`src/rtl/ks_pkg.sv`:
```
// ks_pkg: shared types and helpers for the Kogge-Stone pipelined adder.
package ks_pkg;

  // One (generate, propagate) pair for a single bit or bit group.
  typedef struct packed {
    logic g;
    logic p;
  } gp_t;

  // Flags that travel alongside the operand vectors through the pipe.
  typedef struct packed {
    logic valid;
    logic sub;
    logic chain;
    logic cin;
  } flags_t;

  // Standard black cell: combine a higher group with the adjacent lower group.
  function automatic gp_t ks_black(input gp_t hi, input gp_t lo);
    gp_t r;
    r.g = hi.g | (hi.p & lo.g);
    r.p = hi.p & lo.p;
    return r;
  endfunction

  function automatic int ks_clog2(input int n);
    int r;
    r = 0;
    for (int i = 0; i < 31; i++) begin
      if ((1 << r) < n) r = r + 1;
    end
    return r;
  endfunction

  // Width must be a power of two and at least 4 bits.
  function automatic bit ks_is_pow2(input int n);
    return (n >= 4) && ((n & (n - 1)) == 0);
  endfunction

endpackage

```
`src/rtl/ks_prefix_level.sv`:
```
// ks_prefix_level: one Kogge-Stone prefix level over full-width G/P vectors.
// Bits below SPAN already hold their final group value and pass through.
module ks_prefix_level
  import ks_pkg::*;
#(
  parameter int WIDTH = 32,
  parameter int SPAN  = 1
) (
  input  logic [WIDTH-1:0] g_i,
  input  logic [WIDTH-1:0] p_i,
  output logic [WIDTH-1:0] g_o,
  output logic [WIDTH-1:0] p_o
);

  for (genvar i = 0; i < WIDTH; i++) begin : g_bit
    if (i < SPAN) begin : g_pass
      assign g_o[i] = g_i[i];
      assign p_o[i] = p_i[i];
    end else begin : g_cell
      gp_t r;
      assign r      = ks_black(gp_t'({g_i[i], p_i[i]}), gp_t'({g_i[i-SPAN], p_i[i-SPAN]}));
      assign g_o[i] = r.g;
      assign p_o[i] = r.p;
    end
  end

endmodule

```
`src/rtl/ks_pipe_adder.sv`:
```
// ks_pipe_adder: parametrised pipelined Kogge-Stone adder/subtractor with a
// valid/ready stream interface and multi-beat carry chaining. Carry-in is
// applied late, in the output stage, so chained beats never wait on the prefix.
module ks_pipe_adder
  import ks_pkg::*;
#(
  parameter int                WIDTH      = 32,
  parameter int                LEVELS     = ks_clog2(WIDTH),
  parameter logic [LEVELS-1:0] STAGE_MASK = '0
) (
  input  logic             clk,
  input  logic             rst_n,
  input  logic             in_valid,
  output logic             in_ready,
  input  logic [WIDTH-1:0] in_a,
  input  logic [WIDTH-1:0] in_b,
  input  logic             in_cin,
  input  logic             in_sub,
  input  logic             in_chain,
  output logic             out_valid,
  input  logic             out_ready,
  output logic [WIDTH-1:0] out_sum,
  output logic             out_cout,
  output logic             out_ovf,
  output logic [WIDTH-1:0] out_p,
  output logic [WIDTH-1:0] out_g
);

  if (!ks_is_pow2(WIDTH)) begin : g_width_chk
    $error("ks_pipe_adder: WIDTH must be a power of two and at least 4");
  end

  logic             en;
  logic [WIDTH-1:0] b_eff;

  // Index k holds the values after prefix level k (and its optional register).
  logic [WIDTH-1:0] p_a  [LEVELS+1];
  logic [WIDTH-1:0] g_a  [LEVELS+1];
  logic [WIDTH-1:0] gg_a [LEVELS+1];
  logic [WIDTH-1:0] pp_a [LEVELS+1];
  flags_t           f_a  [LEVELS+1];

  logic             out_valid_q;
  logic [WIDTH-1:0] sum_q, p_q, g_q;
  logic             cout_q, ovf_q, chain_q;

  assign en       = !out_valid_q || out_ready;
  assign in_ready = en;

  assign b_eff   = in_sub ? ~in_b : in_b;
  assign p_a[0]  = in_a ^ b_eff;
  assign g_a[0]  = in_a & b_eff;
  assign pp_a[0] = in_a ^ b_eff;
  assign gg_a[0] = in_a & b_eff;
  assign f_a[0]  = '{valid: in_valid, sub: in_sub, chain: in_chain, cin: in_cin};

  for (genvar k = 1; k <= LEVELS; k++) begin : g_lvl
    logic [WIDTH-1:0] gg_w, pp_w;

    ks_prefix_level #(
      .WIDTH (WIDTH),
      .SPAN  (1 << (k - 1))
    ) u_lvl (
      .g_i (gg_a[k-1]),
      .p_i (pp_a[k-1]),
      .g_o (gg_w),
      .p_o (pp_w)
    );

    if (STAGE_MASK[k-1]) begin : g_reg
      logic [WIDTH-1:0] p_sq, g_sq, gg_sq, pp_sq;
      flags_t           f_sq;

      // Pipeline register after this level; advances only on the global enable.
      always_ff @(posedge clk or negedge rst_n) begin
        if (!rst_n) begin
          p_sq  <= '0;
          g_sq  <= '0;
          gg_sq <= '0;
          pp_sq <= '0;
          f_sq  <= '0;
        end else if (en) begin
          p_sq  <= p_a[k-1];
          g_sq  <= g_a[k-1];
          gg_sq <= gg_w;
          pp_sq <= pp_w;
          f_sq  <= f_a[k-1];
        end
      end

      assign p_a[k]  = p_sq;
      assign g_a[k]  = g_sq;
      assign gg_a[k] = gg_sq;
      assign pp_a[k] = pp_sq;
      assign f_a[k]  = f_sq;
    end else begin : g_wire
      assign p_a[k]  = p_a[k-1];
      assign g_a[k]  = g_a[k-1];
      assign gg_a[k] = gg_w;
      assign pp_a[k] = pp_w;
      assign f_a[k]  = f_a[k-1];
    end
  end

  flags_t           f_last;
  logic [WIDTH-1:0] gg_last, pp_last;
  logic             c_eff;
  logic [WIDTH-1:0] carry_d, sum_d;
  logic             cout_d, ovf_d;

  assign f_last  = f_a[LEVELS];
  assign gg_last = gg_a[LEVELS];
  assign pp_last = pp_a[LEVELS];

  // Late carry-in: chained beats take the carry-out of the previous real beat.
  always_comb begin
    c_eff   = f_last.chain ? chain_q : (f_last.sub ? 1'b1 : f_last.cin);
    carry_d = {gg_last[WIDTH-2:0] | (pp_last[WIDTH-2:0] & {(WIDTH-1){c_eff}}), c_eff};
    sum_d   = p_a[LEVELS] ^ carry_d;
    cout_d  = gg_last[WIDTH-1] | (pp_last[WIDTH-1] & c_eff);
    ovf_d   = carry_d[WIDTH-1] ^ cout_d;
  end

  // Output register and chain carry; bubbles leave both untouched.
  always_ff @(posedge clk or negedge rst_n) begin
    if (!rst_n) begin
      out_valid_q <= 1'b0;
      sum_q       <= '0;
      cout_q      <= 1'b0;
      ovf_q       <= 1'b0;
      p_q         <= '0;
      g_q         <= '0;
      chain_q     <= 1'b0;
    end else if (en) begin
      out_valid_q <= f_last.valid;
      if (f_last.valid) begin
        sum_q   <= sum_d;
        cout_q  <= cout_d;
        ovf_q   <= ovf_d;
        p_q     <= p_a[LEVELS];
        g_q     <= g_a[LEVELS];
        chain_q <= cout_d;
      end
    end
  end

  assign out_valid = out_valid_q;
  assign out_sum   = sum_q;
  assign out_cout  = cout_q;
  assign out_ovf   = ovf_q;
  assign out_p     = p_q;
  assign out_g     = g_q;

endmodule

```
`config.mk`:
```
export PLATFORM = sky130hd
export DESIGN_NAME = ks_pipe_adder
export DESIGN_NICKNAME = d
export VERILOG_FILES = /design/src/rtl/ks_pkg.sv /design/src/rtl/ks_prefix_level.sv /design/src/rtl/ks_pipe_adder.sv
export SDC_FILE = /design/constraint.sdc
export NUM_CORES = 1
export LEC_CHECK = 0
export ABC_AREA = 1
export CORE_MARGIN = 4
export CORE_UTILIZATION = 49
export DETAILED_ROUTE_END_ITERATION = 12
export HOLD_SLACK_MARGIN = 0.12
export PLACE_DENSITY = 0.81
export SLEW_MARGIN = 40
export SYNTH_ARGS = -nofsm -noshare
export SYNTH_HDL_FRONTEND = slang
export SYNTH_SLANG_ARGS = --single-unit
```
`constraint.sdc`:
```
create_clock -name clk -period 1.83 [get_ports clk]
set_clock_uncertainty 0.1 [all_clocks]
set_input_delay 0.366 -clock clk [delete_from_list [all_inputs] [get_ports clk]]
set_output_delay 0.366 -clock clk [all_outputs]
set_load 0.05 [all_outputs]
```
==> impl_metrics.tcl <==
set metrics [dict create \
    numCtsBuffers 9 \
    fin_area_um2 11030 \
    antenna_found_initial 3 \
    post-route-drc-count 0 \
    finalCriticalPeriod_ps 2565 \
    port-buffer-count 170 \
    path_cells "clkdlybuf4s50_1, xor2_2, ha_4, nand2_4, buf_4, nor2_2, nand2_1, nor2_2, nand2_2, nand2_1, nand3_1, nand3_1" \
    vias 8957 \
    fmax_mhz 389.9 \
    grt_pass1_wl_um 40250 \
    vdd_drop_max_mv 0.8510 \
    clock_sink_count 99 \
    violations "setup timing" \
    hp-class "reg2reg" \
    setup_viol 32 \
    cts_max_level 3 \
    cp_max_fo 4 \
    arrival_ps 2760 \
    cts_tree "done" \
    rsz0062_at_grt "yes" \
    hold-path-cell-count 2 \
    clock_latency_ps 360 \
    drt-pass1-iter-count 9 \
    place.detailed.hpwl_um 16890 \
    synth_area_leaders "dfrtp_1 40%, nand2_1 20%, ha_1 6.4%" \
    maxCapViolations 0 \
    row_count 41 \
    cts_buffer_depth 2 \
    worst-r2r-setup-slack_ps -300 \
    layout-drive-gt1-share_pct 45.44 \
    clk_transition_reported_paths_ps 70 \
    hold_violations 0 \
    die_x_um 121.1 \
    wl_per_cell_um 25.61 \
    gp_congestion 0.9242 \
    die_area_um2 14660 \
    ioPinCount 171 \
    cpPeakStageDelay_ps 480 \
    die_y_um 121.1 \
    status "complete, but fails checks" \
    critPathBufInv 2 \
    synth.avg_cell_area_um2 7.175 \
    hp-start "out_p[6]" \
    crit_slowest_cell "clkdlybuf4s50_1" \
    fin_ws_ps -734.9 \
    area_growth_pct 76.05 \
    crit_path_end_kind "register" \
    synth_cells 873 \
    overflow 0 \
    wl_um 35310 \
    worstReg2RegEnd "out_sum[17]" \
    grt_pass1_vias 7628 \
    synth_fp_nets 977 \
    p_leak_nw 5.425 \
    start_util_pct 49.84 \
    grt.total_usage_pct 35.25 \
    ys_types 35 \
    p_per_area_nw_per_um2 1073 \
    cp-start-kind "input pin" \
    worst_ep_required_time_ps 2030 \
    holdPathEnd "out_p[6]" \
    ys_seq_elements 99 \
    critPathKind "in2reg" \
    core-area_um2 12570 \
    ant_nets 0 \
    yosys.area.top_type "dfrtp_1" \
    grt_start_max_net_pins 100 \
    syn_area_um2 6264 \
    synth_top_area_share_pct 39.55 \
    final.setup.tns_ps -13620 \
    timing.final.crit_share_pct 140.2 \
    regToRegStartpoint "chain_q" \
    drtIter0Drc 1591 \
    slew_headroom_pct 62.13 \
    synth-warning-count 0 \
    slew_viol_final 0 \
    place_area_um2 8950 \
    synth-seq-area-share_pct 39.55 \
    critical_path.top_delay_family "simple AND/OR/NAND/NOR gates" \
    nNetsFinal 1305 \
    worstMarginPinSlew_ps 568.0 \
    root_buffer "clkbuf_16" \
    worstRegToRegCells 9 \
    vias_per_cell 6.495 \
]
-- cells by family (layout without fill, tap and decap cells) --
| logic type | count (synthesis) | in the layout | share of synthesized area, % |
|---|---|---|---|
| AND/OR/NAND/NOR | 505 | 505 | 32.76 |
| AO/OA/AOI/OAI | 106 | 106 | 9.968 |
| flip-flops | 99 | 99 | 39.55 |
| buffers and inverters | 93 | 426 | 5.833 |
| XOR/XNOR | 37 | 37 | 5.174 |
| adder cells (fa/ha/maj) | 33 | 33 | 6.712 |
| other | 0 | 1 | 0 |
-- placed cells by master, fill, tap and decap left out, types with 4 or more instances in the layout --
cell type	netlist	routed
nand2_1	328	258
buf_4	0	255
dfrtp_1	99	98
nor2_1	104	62
nand2_2	5	61
inv_1	67	56
clkdlybuf4s50_1	0	33
o21ai_0	41	30
nand3_1	34	29
ha_4	0	27
dlygate4sd2_1	0	26
nor2_4	0	25
a21oi_2	0	24
nor2_2	7	24
xor2_2	0	23
nand2_4	1	15
inv_2	2	13
buf_12	0	11
a21oi_4	0	9
nand4_1	9	9
clkbuf_16	0	9
o21ai_2	0	8
xor2_1	33	7
nor3_2	2	7
dlymetal6s2s_1	0	7
o211ai_1	6	6
o21ai_1	2	5
nand3b_1	5	5
a21oi_1	38	5
buf_6	0	5
o21bai_1	6	4
nand3_2	2	4
ha_1	32	4
bufinv_16	0	4
-- what timing repair did --
item / CTS / global route
setup buffers: 33 / 8
gates resized for setup: 229 / 127
endpoints found under the hold margin: 99 / 0
gates cloned: 1 / 0
pin swaps: 123 / 43
setup endpoints to repair: 32 / 32
hold buffers: 1 / 0
-- registers in the layout (all words and copies together), names as in the netlist --
name       count
chain_q        1
out_g         32
out_ovf        1
out_p         32
out_sum       32
out_valid      1
-- tightest hold or removal path, stage by stage, from the launching register on --
cell,delay [ps]
dfrtp_1,340
nand2_1,50
nand2_1,60
-- Yosys cell counts, drive strengths merged --
cell type	n
a21boi	1
a21o	1
a21oi	38
a22oi	1
a31o	1
buf	15
clkbuf	9
dfrtp	99
fa	1
ha	32
inv	69
nand2	334
nand3	36
nand3b	5
nand4	9
nor2	111
nor3	10
o211ai	8
o21a	1
o21ai	43
o21bai	8
o22ai	3
o32ai	1
xnor2	4
xor2	33
-- worst max path at each step --
stage,slack [ps],start,cells past startpoint,endpoint
finish,-730,in_b[26],12,out_sum[29]
global route,-1020,in_sub,12,out_sum[17]
CTS,-230,in_sub,15,out_sum[27]
detailed placement,-910,in_b[2],13,out_sum[23]
global placement,-860,in_b[14],12,out_sum[27]
floorplan,-380,in_sub,16,out_sum[24]
-- final cells by class --
cell class | count | area (µm²)
well taps | 172 | 215.2
clock inverters | 7 | 145.1
clock buffers | 9 | 225.2
repair buffers | 341 | 2884
diodes | 1 | 2.502
flip-flops and latches | 99 | 2479
multi-input cells | 681 | 4817
fillers | 541 | 1541
inverters | 69 | 259.0
-- power breakdown --
group,internal (mW),switching (mW)
combinational,2.26,4.16
clock,1.49,0.971
sequential,2.63,0.321
total,6.38,5.45
-- metrics by stage --
step / worst slack (ps) / hold slack [ps] / util [%] / cells / total power, mW
3_5_place_dp: -907.1 / 366.9 / 71.21 / 1319 / 7.932
3_3_place_gp: -864.4 / 365.7 / 71.21 / 1319 / 7.878
4_1_cts: -233.8 / 388.2 / 82.42 / 1370 / 10.87
6_report: -734.9 / 385.1 / 87.74 / 1379 / 11.83
5_1_grt: -1020 / 407.5 / 87.74 / 1379 / 12.08
2_1_floorplan: -376.1 / -29.59 / - / 873 / 5.902
-- metal layers --
metal,routed length [µm],vias up,track usage (%)
li1,-,3412,-
met5,73,-,0
met3,5265,393,5.688
met2,14990,1048,55.99
met4,3525,4,16.36
met1,11460,4100,47.32
Note: power is estimated with default switching activity, not from simulation.
